`src/rtl/pipe_pkg.sv`:
```
// Shared definitions for the pipeline hazard unit.
// Holds the forward-select encodings, the stage index constants and the
// scoreboard entry type used by pipeline_hazard_unit and hazard_fwd_sel.
// The register-number field of an entry is sized for the widest register
// file supported (RN_MAX_W); narrower REG_AW values are zero-extended.
package pipe_pkg;

    localparam logic [1:0] FWD_RF      = 2'd0;
    localparam logic [1:0] FWD_EXE     = 2'd1;
    localparam logic [1:0] FWD_MEM_ALU = 2'd2;
    localparam logic [1:0] FWD_MEM_LD  = 2'd3;

    localparam int ST_EXE = 2;
    localparam int ST_MEM = 3;

    localparam int RN_MAX_W = 8;

    typedef struct packed {
        logic                valid;
        logic                wreg;
        logic                m2reg;
        logic [RN_MAX_W-1:0] rn;
    } sb_entry_t;

    localparam sb_entry_t SB_EMPTY = '{valid: 1'b0, wreg: 1'b0, m2reg: 1'b0,
                                       rn: {RN_MAX_W{1'b0}}};

    // An entry produces register r when it is live, writes, targets r and r is not r0.
    function automatic logic is_producer(input sb_entry_t e, input logic [RN_MAX_W-1:0] r);
        return e.valid & e.wreg & (e.rn != {RN_MAX_W{1'b0}}) & (e.rn == r);
    endfunction

endpackage

```
`src/rtl/hazard_fwd_sel.sv`:
```
// Per-source hazard check and forward select.
// Ports: src_valid (source really read by a real ID instruction), src
// (source register), exe/mem/wb (scoreboard entries); fwd (operand select),
// stall (this source cannot proceed this cycle).
// With FWD_EN the youngest matching producer wins; only a load still in EXE
// stalls. Without FWD_EN any matching producer, including WB, stalls.
module hazard_fwd_sel
    import pipe_pkg::*;
#(
    parameter int REG_AW = 5,
    parameter bit FWD_EN = 1'b1
) (
    input  logic              src_valid,
    input  logic [REG_AW-1:0] src,
    input  sb_entry_t         exe,
    input  sb_entry_t         mem,
    input  sb_entry_t         wb,
    output logic [1:0]        fwd,
    output logic              stall
);

    logic [RN_MAX_W-1:0] src_ext_s;
    logic                hit_exe_s;
    logic                hit_mem_s;
    logic                hit_wb_s;
    logic                unused_s;

    assign src_ext_s = RN_MAX_W'(src);
    assign hit_exe_s = src_valid & is_producer(exe, src_ext_s);
    assign hit_mem_s = src_valid & is_producer(mem, src_ext_s);
    assign hit_wb_s  = src_valid & is_producer(wb, src_ext_s);
    assign unused_s  = wb.m2reg;

    // Select operand source and flag a stall for this source register.
    always_comb begin
        fwd   = FWD_RF;
        stall = 1'b0;
        if (FWD_EN) begin
            stall = hit_exe_s & exe.m2reg;
            if (hit_exe_s & ~exe.m2reg) begin
                fwd = FWD_EXE;
            end else if (hit_mem_s & mem.m2reg) begin
                fwd = FWD_MEM_LD;
            end else if (hit_mem_s) begin
                fwd = FWD_MEM_ALU;
            end else begin
                fwd = FWD_RF;
            end
        end else begin
            stall = hit_exe_s | hit_mem_s | hit_wb_s;
            fwd   = FWD_RF;
        end
    end

endmodule

```
`src/rtl/pipeline_hazard_unit.sv`:
```
// Hazard and pipeline-control unit for the five-stage core.
// Tracks EXE/MEM/WB destination state and drives:
//   pc_we, ir_we        PC and IF/ID write enables
//   ir_flush            squash IF/ID on a redirect
//   idex_bubble         NOP into ID/EXE (stall or redirect)
//   exmem_bubble        NOP into EXE/MEM (redirect resolved in MEM)
//   pipe_hold           freeze everything while data memory is busy
//   fwd_a, fwd_b        ID operand forwarding selects
//   stall_cnt           saturating count of non-advancing cycles
// Priority: hold > redirect > data stall. REG_AW must not exceed RN_MAX_W.
module pipeline_hazard_unit
    import pipe_pkg::*;
#(
    parameter int REG_AW       = 5,
    parameter bit FWD_EN       = 1'b1,
    parameter int BRANCH_STAGE = 3,
    parameter int CNT_W        = 16
) (
    input  logic              Clock,
    input  logic              Resetn,
    input  logic              id_valid,
    input  logic [REG_AW-1:0] id_rs,
    input  logic [REG_AW-1:0] id_rt,
    input  logic              id_use_rs,
    input  logic              id_use_rt,
    input  logic              id_wreg,
    input  logic              id_m2reg,
    input  logic [REG_AW-1:0] id_rn,
    input  logic              br_taken,
    input  logic              mem_req,
    input  logic              mem_ready,
    output logic              pc_we,
    output logic              ir_we,
    output logic              ir_flush,
    output logic              idex_bubble,
    output logic              exmem_bubble,
    output logic              pipe_hold,
    output logic [1:0]        fwd_a,
    output logic [1:0]        fwd_b,
    output logic [CNT_W-1:0]  stall_cnt
);

    localparam logic SQUASH_EXE = (BRANCH_STAGE == ST_MEM) ? 1'b1 : 1'b0;

    sb_entry_t exe_r;
    sb_entry_t mem_r;
    sb_entry_t wb_r;
    sb_entry_t exe_in_s;
    logic      stall_a_s;
    logic      stall_b_s;
    logic      data_stall_s;
    logic      redirect_s;
    logic      count_s;

    hazard_fwd_sel #(.REG_AW(REG_AW), .FWD_EN(FWD_EN)) u_sel_a (
        .src_valid (id_valid & id_use_rs),
        .src       (id_rs),
        .exe       (exe_r),
        .mem       (mem_r),
        .wb        (wb_r),
        .fwd       (fwd_a),
        .stall     (stall_a_s)
    );

    hazard_fwd_sel #(.REG_AW(REG_AW), .FWD_EN(FWD_EN)) u_sel_b (
        .src_valid (id_valid & id_use_rt),
        .src       (id_rt),
        .exe       (exe_r),
        .mem       (mem_r),
        .wb        (wb_r),
        .fwd       (fwd_b),
        .stall     (stall_b_s)
    );

    assign pipe_hold    = mem_req & ~mem_ready;
    assign redirect_s   = br_taken & ~pipe_hold;
    assign data_stall_s = stall_a_s | stall_b_s;
    // A redirect discards the stalled instruction, so it is not a lost cycle.
    assign count_s      = pipe_hold | (data_stall_s & ~redirect_s);

    // Pipeline control outputs, in priority order hold > redirect > stall.
    always_comb begin
        pc_we        = 1'b1;
        ir_we        = 1'b1;
        ir_flush     = 1'b0;
        idex_bubble  = 1'b0;
        exmem_bubble = 1'b0;
        if (pipe_hold) begin
            pc_we = 1'b0;
            ir_we = 1'b0;
        end else if (redirect_s) begin
            ir_flush     = 1'b1;
            idex_bubble  = 1'b1;
            exmem_bubble = SQUASH_EXE;
        end else if (data_stall_s) begin
            pc_we       = 1'b0;
            ir_we       = 1'b0;
            idex_bubble = 1'b1;
        end else begin
            pc_we = 1'b1;
        end
    end

    // Entry that ID would hand to EXE; a bubble enters as invalid.
    always_comb begin
        exe_in_s       = SB_EMPTY;
        exe_in_s.valid = id_valid & ~idex_bubble;
        exe_in_s.wreg  = id_wreg;
        exe_in_s.m2reg = id_m2reg;
        exe_in_s.rn    = RN_MAX_W'(id_rn);
    end

    // Scoreboard shift and saturating stall counter.
    always_ff @(posedge Clock) begin
        if (!Resetn) begin
            exe_r     <= SB_EMPTY;
            mem_r     <= SB_EMPTY;
            wb_r      <= SB_EMPTY;
            stall_cnt <= {CNT_W{1'b0}};
        end else begin
            if (!pipe_hold) begin
                wb_r  <= mem_r;
                mem_r <= exmem_bubble ? SB_EMPTY : exe_r;
                exe_r <= exe_in_s;
            end else begin
                wb_r  <= wb_r;
                mem_r <= mem_r;
                exe_r <= exe_r;
            end
            if (count_s && (stall_cnt != {CNT_W{1'b1}})) begin
                stall_cnt <= stall_cnt + CNT_W'(1);
            end else begin
                stall_cnt <= stall_cnt;
            end
        end
    end

endmodule

```
`config.mk`:
```
export PLATFORM = sky130hd
export DESIGN_NAME = pipeline_hazard_unit
export DESIGN_NICKNAME = d
export VERILOG_FILES = /design/src/rtl/pipe_pkg.sv /design/src/rtl/hazard_fwd_sel.sv /design/src/rtl/pipeline_hazard_unit.sv
export SDC_FILE = /design/constraint.sdc
export NUM_CORES = 1
export LEC_CHECK = 0
export BUFFER_PORTS_ARGS = -buffer_cell sky130_fd_sc_hd__buf_2
export CAP_MARGIN = 10
export CORE_MARGIN = 2
export CORE_UTILIZATION = 55
export DETAILED_ROUTE_END_ITERATION = 6
export PLACE_DENSITY_LB_ADDON = 0.25
export SLEW_MARGIN = 25
export SYNTH_ARGS = -nofsm -noshare
export SYNTH_HDL_FRONTEND = slang
export SYNTH_SLANG_ARGS = --single-unit
```
`constraint.sdc`:
```
create_clock -name Clock -period 5 [get_ports Clock]
set_clock_uncertainty 0.2 [all_clocks]
set_input_delay 0.5 -clock Clock [delete_from_list [all_inputs] [get_ports Clock]]
set_output_delay 0.5 -clock Clock [all_outputs]
set_load 0.05 [all_outputs]
```
* Word-level counts from Yosys, hierarchy flattened *
Cells that the tools add are included.

storage, ports and cells
  flip-flop bits (word level) = 35
  bits of input ports = 25
  output and inout port bits = 26
  word-level logic and storage cells = 64

cells by class
  $add $sub $neg = 1
  equal/unequal tests = 5
  mux-type cells = 15
  bitwise logic cells = 31
  reductions and logical operators = 3

operators with widths
  operator               number
  $and 1x1->1            24
  $add 16x1->16 const B  1
  $eq 8x5->1             2
  $ne 16x16->1 const B   1
  $reduce_bool 8->1      2
  $mux 2                 6
  $mux 11                1
  $eq 5x5->1             2
  $mux 1                 8
  $not 1->1              5
  $or 1x1->1             2
  $logic_and 1x1->1      1

* Logic depth before layout (Yosys ltp) *
  depth after elaboration = 11
  gate-level depth with buffers = 7
  depth with buffers taken out = 7

* Hierarchy *
A second synthesis with hierarchy kept.

second synthesis, totals
  cell total of the unflattened synthesis = 268
  area total of the unflattened synthesis = 2202.1 um2

by module, submodules not included
  module                times used  cells an instance  area an instance (um2)  seq. area each (um2)
  pipeline_hazard_unit  1           212                1784.2                  800.8
  hazard_fwd_sel        2           28                 209.0                   0.0

* Worst setup path after synthesis *
No wires, ideal clock.

  path type = register -> output
  start point = register exe_r[4] (netlist name)
  end point = output pc_we
  data arrival time = 2370 ps
  data required time = 4300 ps
  setup slack = 1930 ps
  stages on the path, launching flop included = 6
  buffers on the path = 1
  cells stage by stage = dfxtp_1 > or4_1 > o211ai_1 > a211oi_4 > nor2_1 > buf_4

on the way
  longest elaborated chain between the ends = 9
  elaborated cells between the ends (all ways) = 14
  those cells by class = eq/ne: 2; mux: 3; bitwise: 8; reduce/logical: 1

RTL lines
  item                       line                         source
  start: declaration         pipeline_hazard_unit.sv:45   sb_entry_t exe_r;
  start signal: assignment   pipeline_hazard_unit.sv:124  exe_r <= exe_in_s;
  start signal: assignment   pipeline_hazard_unit.sv:128  exe_r <= exe_r;
  $reduce_bool 8->1          pipe_pkg.sv:30               return e.valid & e.wreg & (e.rn != {RN_MAX_W{1'b0}}) & (e.rn == r);
  $and 1x1->1 (2 in series)  pipe_pkg.sv:30
  $and 1x1->1                hazard_fwd_sel.sv:29         assign hit_exe_s = src_valid & is_producer(exe, src_ext_s);
  $and 1x1->1                hazard_fwd_sel.sv:39         stall = hit_exe_s & exe.m2reg;
  $or 1x1->1 *               pipeline_hazard_unit.sv:77   assign data_stall_s = stall_a_s | stall_b_s;
  $mux 1 * (3 in series)     n/a
  end: declaration           pipeline_hazard_unit.sv:32   output logic pc_we,

Every way passes the cells marked *; elsewhere a longest branch is shown, timed or not.

* Final worst setup path *
  start point = register exe_r[3] (netlist name)
  end point = output ir_we

on the way
  longest elaborated chain between the ends = 9
  elaborated cells between the ends (all ways) = 14
  those cells by class = eq/ne: 2; mux: 3; bitwise: 8; reduce/logical: 1

RTL lines
  item                       line                        source
  $reduce_bool 8->1          pipe_pkg.sv:30
  $and 1x1->1 (2 in series)  pipe_pkg.sv:30
  $and 1x1->1                hazard_fwd_sel.sv:29
  $and 1x1->1                hazard_fwd_sel.sv:39
  $or 1x1->1 *               pipeline_hazard_unit.sv:77
  $mux 1 *                   pipeline_hazard_unit.sv:95  end else if (data_stall_s) begin
  $mux 1 *                   pipeline_hazard_unit.sv:91  end else if (redirect_s) begin
  $mux 1 *                   pipeline_hazard_unit.sv:88  if (pipe_hold) begin
  end: declaration           pipeline_hazard_unit.sv:33  output logic ir_we,

Marks and branches as above.

==> qor.yml <==
status: "finished, final reports clean"
internal_power_uw: 366
htreeDepth: 2
ys_seq_area_share_pct: 37.4
via_count: 1653
finalSetupViolCount: 0
drtPass1Iterations: 4
yosysTopAreaCell: "dfxtp_1"
drtIter0Drc: 76
worstMarginPinSlew_ns: 0.663
cts_tree: "yes"
area_growth_pct: 18.4
mostFrequentLayoutCells: "50 x buf_2, 32 x dfxtp_1, 29 x nand2_1, 22 x a21oi_1, 20 x xor2_1"
hold_buffers: 0
p_comb_share_pct: 13.5
drt-vias-per-instance: 5.66
p_per_area_nw_per_um2: 246
slowest_stage: "a211oi_4"
fp.dieW_um: 59.8
cpLargestDelayFamily: "simple AND/OR/NAND/NOR gates"
routed_wl_um: 3780
clock_power_share_pct: 32.4
cts-root-buf: "clkbuf_4"
timing.hold.ws_ns: 0.206
max_freq_ghz: 0.334
multi_input_area_um2: 1010
num_rows: 20
track_usage_pct: 22.4
grt_pass1_wl_um: 6210
final_common_cell: "buf_2"
ctsResizeCount: 0
max_slew_margin_pct: 55.5
cp_max_fo: 9
dp_cells: 285
synth_top_area_share_pct: 37.4
ys_warn_count: 0
seq_power_share_pct: 54.1
grt_max_degree: 29
vdd_drop_max_mv: 0.202
worst-path-buf-inv: 1
finalNonFillerCells: 292
fin_crit_ns: 2.99
worstSetupPathType: "reg2out"
core_um2: 3000
pin_count: 51
start_kind: "flop"
syn-num-nets: 237
syn_inst: 211
grt_pass1_vias: 1456
hold_class: "in2reg"
arrival_ns: 2.29
p_sw_uw: 134
antenna_left: 0
die_h_um: 59.8
hold_viol: 0
clk_latency_ns: 0.32
hpwl_um: 2840
num-fill-cells: 277
setup_slack_ns: 2.01
p_leak_uw: 0.000864
fin_nets: 285
drv_slew: 0
rsz0062_at_grt: "no"
clk_path_buf_depth: 2
max_stage_delay_ns: 0.48
ff_latch_area_um2: 641
cts_setup_buffers: 0
fin_crit_sh_pct: 59.8
grt_remaining_overflow: 0
cts.clk_slew.worst_paths_ns: 0.10
syn_avg_cell_area_um2: 8.12
worstPathRequired_ns: 4.30
synth_cell_types: 37
gp_congestion: 0.987
initial_core_util_pct: 57.0
die_area_um2: 3580
synth_area_leaders: "dfxtp_1 37%, xor2_1 10%, a21oi_1 6.4%"
tns_ns: 0
clkSinkCount: 32
antenna_found_initial: 0
power_switching_share_pct: 26.8
ys_ff_latch: 32
numCtsBuffers: 5
place_ws_ns: 2.15
cp-end-kind: "output pin"
layout-drive-gt1-share_pct: 23.2
drc: 0
diodes: 0
port_buffers: 50
syn-cell-area_um2: 1710
max_cap_viol_count: 0
worstPathCellList: "xor2_1 > nor4_1 > nand4_1 > a211oi_4 > nor2_1 > buf_2"
wl_per_cell_um: 13.0
[Yosys cell counts]
cell type,n
clkinv_1,1
o21ai_2,1
a211oi_4,1
nor2_1,16
clkbuf_1,6
and4_1,1
nor4_1,4
xnor2_1,7
nand3b_1,7
mux2i_1,1
nor3_1,4
o311ai_0,1
nand3_1,10
o211ai_1,5
inv_2,1
o21a_1,2
o21ai_1,1
and3_1,2
ha_1,1
and2_1,3
o2111ai_1,2
or3_1,4
nand2b_1,4
a21oi_1,22
nand4_1,2
o21ai_0,3
nand2_1,29
or4_1,3
o311a_1,2
dfxtp_1,32
inv_1,3
o41ai_1,1
o21bai_1,3
xor2_1,20
buf_4,2
buf_1,1
o31ai_1,3
[routing by layer]
metal  GRT usage [%]  vias to the layer above  routed length [µm]
met3            4.76                        7                 197
li1                -                      846                   -
met2            39.9                       44                1860
met5               0                        -                   0
met1            26.1                      756                1680
met4            8.25                        0                  42
[power groups by stage]
stage | Sequential, µW | Clock (µW) | Combinational [µW]
global placement | 276 | 0 | 67.1
finish | 270 | 162 | 67.6
floorplan | 277 | 0 | 44.8
detailed placement | 276 | 0 | 67.6
global route | 272 | 176 | 74.2
CTS | 270 | 166 | 68.0
[metrics by stage]
stage,utilization (%),instance area [µm²],power (µW)
final,67.5,2030,500
after global routing,67.5,2030,522
after floorplan,-,1710,322
after global placement,65.4,1960,343
after detailed placement,65.4,1960,344
after CTS,67.5,2030,504
[cells by family after synthesis]
logic type	share of synthesized area (%)
AO/OA/AOI/OAI	18.2
XOR/XNOR	13.8
adder cells (fa/ha/maj)	0.730
buffers and inverters	3.51
flip-flops	37.4
multiplexers	0.584
AND/OR/NAND/NOR	25.8
[worst min-delay path: stages]
cell and delay [ns]:
buf_2 0.10, nand2_1 0.04, a21oi_1 0.05
[sequential cells by signal, summed over array words and instances, names as in the netlist]
register   flops
stall_cnt     16
exe_r          8
mem_r          8
[final cells by class]
cell class / instances / area share [%]
repair buffers: 50 / 12.3
multi-input cells: 165 / 49.9
clock buffers: 7 / 3.21
well taps: 33 / 2.04
inverters: 5 / 0.925
flip-flops and latches: 32 / 31.6
[path summary, 6_finish.rpt]
| path | from | end | slack (ns) | cells past startpoint |
|---|---|---|---|---|
| worst max register to register | exe_r[3] | stall_cnt[8] | 2.33 | 7 |
| worst max-delay path | exe_r[3] | ir_we | 2.01 | 6 |
| worst min-delay path | id_rn[3] | exe_r[3] | 0.21 | 3 |
| worst min register to register | mem_r[10] | mem_r[10] | 0.27 | 2 |
(Power assumes the default switching activity.)
